File: config.mk
export PLATFORM = sky130hd
export DESIGN_NAME = lsu_axi_master
export DESIGN_NICKNAME = d
export VERILOG_FILES = /design/src/rtl/lsu_axi_master.sv
export SDC_FILE = /design/constraint.sdc
export NUM_CORES = 1
export LEC_CHECK = 0
export ABC_AREA = 1
export CORE_AREA = 2 2 170 172
export CTS_BUF_LIST = sky130_fd_sc_hd__clkbuf_16
export DETAILED_ROUTE_END_ITERATION = 16
export DIE_AREA = 0 0 172 174
export PLACE_DENSITY = 0.6
export SYNTH_ARGS = -nofsm -noshare
export SYNTH_HDL_FRONTEND = slang
export SYNTH_SLANG_ARGS = --single-unit
File: constraint.sdc
create_clock -name clock -period 4.06 [get_ports clock]
set_input_delay 0.812 -clock clock [delete_from_list [all_inputs] [get_ports clock]]
set_output_delay 0.812 -clock clock [all_outputs]
set_load 0.02 [all_outputs]
File: src/rtl/lsu_axi_master.sv
// lsu_axi_master: bridges the core load/store port to AXI4 with one transaction in flight.
// Define AXI_TIMEOUT_EN to abandon a transaction after TIMEOUT_CYCLES cycles of waiting.
module lsu_axi_master #(
   parameter int TIMEOUT_CYCLES = 255
) (
   input  logic        clock,
   input  logic        reset,

   input  logic        req_valid,
   output logic        req_ready,
   input  logic        req_wen,
   input  logic [31:0] req_addr,
   input  logic [2:0]  req_size,
   input  logic [63:0] req_wdata,
   input  logic [7:0]  req_wstrb,

   output logic        resp_valid,
   output logic [63:0] resp_rdata,
   output logic        resp_err,

   output logic [3:0]  axi_arid,
   output logic [7:0]  axi_arlen,
   output logic [2:0]  axi_arsize,
   output logic [1:0]  axi_arburst,
   output logic [31:0] axi_araddr,
   output logic        axi_arvalid,
   input  logic        axi_arready,

   input  logic [63:0] axi_rdata,
   input  logic [1:0]  axi_rresp,
   input  logic        axi_rvalid,
   input  logic        axi_rlast,
   input  logic [3:0]  axi_rid,
   output logic        axi_rready,

   output logic [3:0]  axi_awid,
   output logic [7:0]  axi_awlen,
   output logic [2:0]  axi_awsize,
   output logic [1:0]  axi_awburst,
   output logic [31:0] axi_awaddr,
   output logic        axi_awvalid,
   input  logic        axi_awready,

   output logic [63:0] axi_wdata,
   output logic [7:0]  axi_wstrb,
   output logic        axi_wvalid,
   output logic        axi_wlast,
   input  logic        axi_wready,

   input  logic [3:0]  axi_bid,
   input  logic [1:0]  axi_bresp,
   input  logic        axi_bvalid,
   output logic        axi_bready
);

   typedef enum logic [2:0] {IDLE, RADDR, RDATA, WREQ, WRESP, DONE} state_e;

   state_e      state_q, state_d;
   logic [31:0] addr_q, addr_d;
   logic [2:0]  size_q, size_d;
   logic [63:0] wdata_q, wdata_d;
   logic [7:0]  wstrb_q, wstrb_d;
   logic [63:0] rdata_q, rdata_d;
   logic        err_q, err_d;
   logic        aw_done_q, aw_done_d;
   logic        w_done_q, w_done_d;

`ifdef AXI_TIMEOUT_EN
   localparam int CNT_W = $clog2(TIMEOUT_CYCLES + 1);
   logic [CNT_W-1:0] wait_cnt_q, wait_cnt_d;
`endif

   // IDs and last flags carry no information with a single outstanding single-beat transfer.
   logic unused_ok;
   assign unused_ok = ^{axi_rid, axi_rlast, axi_bid};

   // State and payload registers with synchronous active-high reset.
   always_ff @(posedge clock) begin
      if (reset) begin
         state_q   <= IDLE;
         addr_q    <= '0;
         size_q    <= '0;
         wdata_q   <= '0;
         wstrb_q   <= '0;
         rdata_q   <= '0;
         err_q     <= 1'b0;
         aw_done_q <= 1'b0;
         w_done_q  <= 1'b0;
`ifdef AXI_TIMEOUT_EN
         wait_cnt_q <= '0;
`endif
      end else begin
         state_q   <= state_d;
         addr_q    <= addr_d;
         size_q    <= size_d;
         wdata_q   <= wdata_d;
         wstrb_q   <= wstrb_d;
         rdata_q   <= rdata_d;
         err_q     <= err_d;
         aw_done_q <= aw_done_d;
         w_done_q  <= w_done_d;
`ifdef AXI_TIMEOUT_EN
         wait_cnt_q <= wait_cnt_d;
`endif
      end
   end

   // Next-state logic: walks one transaction through the AXI channels.
   always_comb begin
      state_d   = state_q;
      addr_d    = addr_q;
      size_d    = size_q;
      wdata_d   = wdata_q;
      wstrb_d   = wstrb_q;
      rdata_d   = rdata_q;
      err_d     = err_q;
      aw_done_d = aw_done_q;
      w_done_d  = w_done_q;
`ifdef AXI_TIMEOUT_EN
      wait_cnt_d = wait_cnt_q;
`endif
      case (state_q)
         IDLE: begin
            if (req_valid) begin
               addr_d    = req_addr;
               size_d    = req_size;
               wdata_d   = req_wdata;
               wstrb_d   = req_wstrb;
               rdata_d   = '0;
               err_d     = 1'b0;
               aw_done_d = 1'b0;
               w_done_d  = 1'b0;
               state_d   = req_wen ? WREQ : RADDR;
            end
         end
         RADDR: begin
            if (axi_arready) state_d = RDATA;
         end
         RDATA: begin
            if (axi_rvalid) begin
               rdata_d = axi_rdata;
               err_d   = (axi_rresp != 2'b00);
               state_d = DONE;
            end
         end
         WREQ: begin
            // A channel still pending has its valid high, so its ready alone marks the handshake.
            aw_done_d = aw_done_q | axi_awready;
            w_done_d  = w_done_q | axi_wready;
            if (aw_done_d && w_done_d) state_d = WRESP;
         end
         WRESP: begin
            if (axi_bvalid) begin
               err_d   = (axi_bresp != 2'b00);
               state_d = DONE;
            end
         end
         DONE: begin
            state_d = IDLE;
         end
         default: begin
            state_d = IDLE;
         end
      endcase
`ifdef AXI_TIMEOUT_EN
      // The budget spans the whole transaction; a handshake landing on the last cycle still wins.
      if (state_q inside {RADDR, RDATA, WREQ, WRESP}) begin
         wait_cnt_d = wait_cnt_q + 1'b1;
         if (state_d == state_q && wait_cnt_q >= CNT_W'(TIMEOUT_CYCLES - 1)) begin
            state_d = DONE;
            err_d   = 1'b1;
            rdata_d = '0;
         end
      end
      if (state_q == IDLE && req_valid) wait_cnt_d = '0;
`endif
   end

   // Output decode: every valid/ready is derived from registered state only.
   always_comb begin
      req_ready   = 1'b0;
      axi_arvalid = 1'b0;
      axi_rready  = 1'b0;
      axi_awvalid = 1'b0;
      axi_wvalid  = 1'b0;
      axi_bready  = 1'b0;
      resp_valid  = 1'b0;
      resp_err    = 1'b0;
      resp_rdata  = '0;
      case (state_q)
         IDLE:  req_ready = !reset;
         RADDR: axi_arvalid = 1'b1;
         RDATA: axi_rready = 1'b1;
         WREQ: begin
            axi_awvalid = !aw_done_q;
            axi_wvalid  = !w_done_q;
         end
         WRESP: axi_bready = 1'b1;
         DONE: begin
            resp_valid = 1'b1;
            resp_err   = err_q;
            resp_rdata = rdata_q;
         end
         default: begin
            req_ready = 1'b0;
         end
      endcase
   end

   assign axi_arid    = 4'd0;
   assign axi_arlen   = 8'd0;
   assign axi_arburst = 2'b01;
   assign axi_arsize  = size_q;
   assign axi_araddr  = addr_q;

   assign axi_awid    = 4'd0;
   assign axi_awlen   = 8'd0;
   assign axi_awburst = 2'b01;
   assign axi_awsize  = size_q;
   assign axi_awaddr  = addr_q;

   assign axi_wdata   = wdata_q;
   assign axi_wstrb   = wstrb_q;
   assign axi_wlast   = 1'b1;

endmodule
==> impl_metrics.csv, run 1 <==
group,metric,value,unit
sta,relSlewSlack,0.367,
worst_hold_path,hold_class,"reg2reg",
clock_tree,cts_max_level,4,
clock_tree,ctsHoldBuffers,0,
worst_setup_path,worstPathRequired,3.25,ns
pwr,power.switching,2.84,mW
synth,synth_warnings,0,
placement,placed_area,11400,um2
job,drv_cap,0,
global_routing,antenna_found_initial,3,
sta,rsz0062_at_grt,"false",
sta,fmaxAchievable,281,MHz
global_routing,grtUsageTotal,0.154,
final_layout,final_common_cell,"clkdlybuf4s50_1",
clock_tree,cts_tree,"done",
pwr,leakagePower,4.26,nW
pwr,seq_power_share,0.344,
synth,synth-edff-count,0,
final_layout,area_delta_synth_final,58.8,%
routing,num_vias,7142,
clock_tree,clk_path_buf_depth,2,
global_routing,grt_max_degree,110,
floorplan,dieArea,29900,um2
floorplan,core_area,28200,um2
routing,drc,0,
pwr,power_frac_clock,0.237,
pwr,ir_drop,0.308,mV
clock_tree,clock-sinks,177,
floorplan,boundaryPins,436,
worst_setup_path,worst-path-max-fanout,35,
worst_setup_path,cp.arrival,2.74,ns
synth,synth_seq_cells,177,
synth,syn-cell-area,7550,um2
final_layout,nets,1539,
worst_setup_path,path_delay_family,"buffers and inverters",
pwr,p_comb_frac,0.419,
routing,routed_wl,23600,um
global_routing,grt_pass1_wl,36500,um
worst_setup_path,path_buf_inv,4,
clock_tree,cts.repair.resized,0,
global_routing,grt_overflow,0,
sta,worst_pin_slew,0.950,ns
worst_setup_path,critPathLaunchType,"flop",
placement,dp.cells,1711,
worst_setup_path,crit_type,"reg2out",
synth,ys_types,27,
floorplan,die_h,174,um
sta,slew_viol_final,0,
floorplan,rows,62,
routing,dr.pass1.iters,6,
synth,synth_cells,1019,
pwr,powerDensity,602,nW/um2
sta,finalCriticalPeriod,3.55,ns
sta,finalSetupTns,0,ns
clock_tree,cts_setup_buffers,0,
global_routing,grt_pass1_vias,6782,
pwr,p_sw_frac,0.394,
clock_tree,path_clk_slew,0.07,ns
floorplan,start_util,0.267,
routing,ant_nets,0,
worst_setup_path,timing.critical_path.slowest_cell_delay,0.62,ns
worst_setup_path,slowest_stage,"clkdlybuf4s50_1",
worst_setup_path,crit_chain,"clkinv_4, nor3_2, inv_2, buf_4, nor2_1, clkdlybuf4s50_1",
sta,setup_viol,0,
placement,dp_hpwl,16900,um
outcome,outcome,"finished clean",
pwr,power.internal,4.38,mW
clock_tree,numCtsBuffers,17,
synth,synthFlopType,"dfxtp_1",
clock_tree,clk_latency,0.43,ns
synth,synthArstFlopShare,0,
sta,final.setup_skew,0.0154,ns
routing,vias_per_cell,4.10,
final_layout,final_cell_mix,"clkdlybuf4s50_1, inv_1, dfxtp_1",
floorplan,die_w,172,um
synth,synth_area_per_cell,7.41,um2
final_layout,final_layout_size_suffix_gt1_frac,0.0552,
routing,wl_per_cell,13.6,um
routing,drt-initial-drc-count,381,
final_layout,final_cells,1744,
synth,yosysSeqAreaShare,0.469,
clock_tree,cts-root-buf,"clkbuf_16",
placement,gp_congestion,0.771,
sta,final_hold_viol_count,0,
placement,port_buffers,397,
sta,min_period_over_period,0.875,
final_layout,final_cell_area,12000,um2
worst_setup_path,crit_path_end_kind,"output port",
[cells by family (layout without fill, tap and decap cells)]
kind of cell,Yosys count,after routing,synth area share
and+or+nand+nor,241,241,0.132
buffers and inverters,315,628,0.204
DFF,177,177,0.469
other,2,30,0.000995
AOI/OAI and AO/OA,284,284,0.194
[per-stage QoR]
stage	setup WS [ns]	total power [mW]	util	hold WS [ns]
finish	0.506	7.22	0.424	0.444
global route	0.270	7.69	0.424	0.458
CTS	0.415	7.34	0.424	0.446
detailed placement	0.889	5.58	0.403	0.436
global placement	0.926	5.56	0.403	0.431
floorplan	1.51	4.34	-	0.439
[layer usage]
metal | share of wire | up-vias | wire, um | GRT usage
li1 | - | 3702 | - | -
met1 | 0.41 | 3140 | 9730 | 0.182
met2 | 0.47 | 278 | 11000 | 0.253
met3 | 0.11 | 20 | 2600 | 0.0697
met4 | 0.011 | 2 | 261 | 0.0371
met5 | 0.00055 | - | 13 | 0
[Yosys cell counts, types with 4 or more instances]
cell	count	area, um2
nand2_1	136	510
clkbuf_2	4	20.0
inv_1	185	694
dfxtp_1	177	3540
buf_4	70	526
nor2_1	80	300
clkbuf_1	25	93.8
buf_6	8	90.1
a21oi_2	10	87.6
a21oi_1	164	821
nand2_2	10	62.6
buf_2	21	105
o21ai_0	109	546
nand3_1	4	20.0
[power groups by stage]
stage	combinational (mW)	clock [mW]	sequential (mW)
final	3.03	1.71	2.48
after global routing	3.30	1.84	2.55
after CTS	3.08	1.77	2.49
after detailed placement	3.07	0	2.52
after global placement	3.06	0	2.50
after floorplan	1.46	0	2.88
[path summary, 6_finish.rpt]
check / start / endpoint / slack, ns / depth (start not counted)
max: state_q[2]$_SDFFE_PP0P_ / resp_rdata[6] / 0.51 / 6
min: axi_wdata[42]$_SDFFE_PP0P_ / axi_wdata[42]$_SDFFE_PP0P_ / 0.44 / 2
max reg2reg: state_q[2]$_SDFFE_PP0P_ / rdata_q[4]$_SDFFE_PP0P_ / 1.84 / 6
min reg2reg: axi_wdata[42]$_SDFFE_PP0P_ / axi_wdata[42]$_SDFFE_PP0P_ / 0.44 / 2
[final cells by class]
class | count | area [um2]
Fill cell | 2940 | 16300
Multi-Input combinational cell | 554 | 2570
Clock buffer | 17 | 425
Sequential cell | 177 | 3540
Inverter | 187 | 707
Timing Repair Buffer | 409 | 4070
Clock inverter | 15 | 184
Antenna cell | 1 | 2.50
Tap cell | 384 | 480
[worst min-delay path, cell delays in order, from the launching register on]
cell and delay (ns):
dfxtp_1 0.31, inv_1 0.04, a21oi_1 0.05
[state kept, by name, indices dropped and copies added, names as in the netlist]
signal	flops
aw_done_q	1
axi_araddr	32
axi_arsize	3
axi_wdata	64
axi_wstrb	8
err_q	1
rdata_q	64
state_q	3
w_done_q	1
Power figures use the tool's default switching activity.
==> run 2, diff against run 1 <==
--- a/config.mk
+++ b/config.mk
@@ -6,10 +6,12 @@
 export NUM_CORES = 1
 export LEC_CHECK = 0
 export ABC_AREA = 1
+export ABC_CLOCK_PERIOD_IN_PS = 4059
 export CORE_AREA = 2 2 170 172
 export CTS_BUF_LIST = sky130_fd_sc_hd__clkbuf_16
 export DETAILED_ROUTE_END_ITERATION = 16
 export DIE_AREA = 0 0 172 174
+export GPL_TIMING_DRIVEN = 1
 export PLACE_DENSITY = 0.6
 export SYNTH_ARGS = -nofsm -noshare
 export SYNTH_HDL_FRONTEND = slang
==> results of run 2 <==
Same layout as run 1: the final DEF is identical, and so are final timing and power.
==> run 3, diff against run 2 <==
--- a/config.mk
+++ b/config.mk
@@ -9,10 +9,12 @@
 export ABC_CLOCK_PERIOD_IN_PS = 4059
 export CORE_AREA = 2 2 170 172
 export CTS_BUF_LIST = sky130_fd_sc_hd__clkbuf_16
+export CTS_CLUSTER_DIAMETER = 40
 export DETAILED_ROUTE_END_ITERATION = 16
 export DIE_AREA = 0 0 172 174
 export GPL_TIMING_DRIVEN = 1
 export PLACE_DENSITY = 0.6
+export SKIP_CTS_REPAIR_TIMING = 1
 export SYNTH_ARGS = -nofsm -noshare
 export SYNTH_HDL_FRONTEND = slang
 export SYNTH_SLANG_ARGS = --single-unit
==> results of run 3 <==
Same layout as run 1: the final DEF is identical, and so are final timing and power.
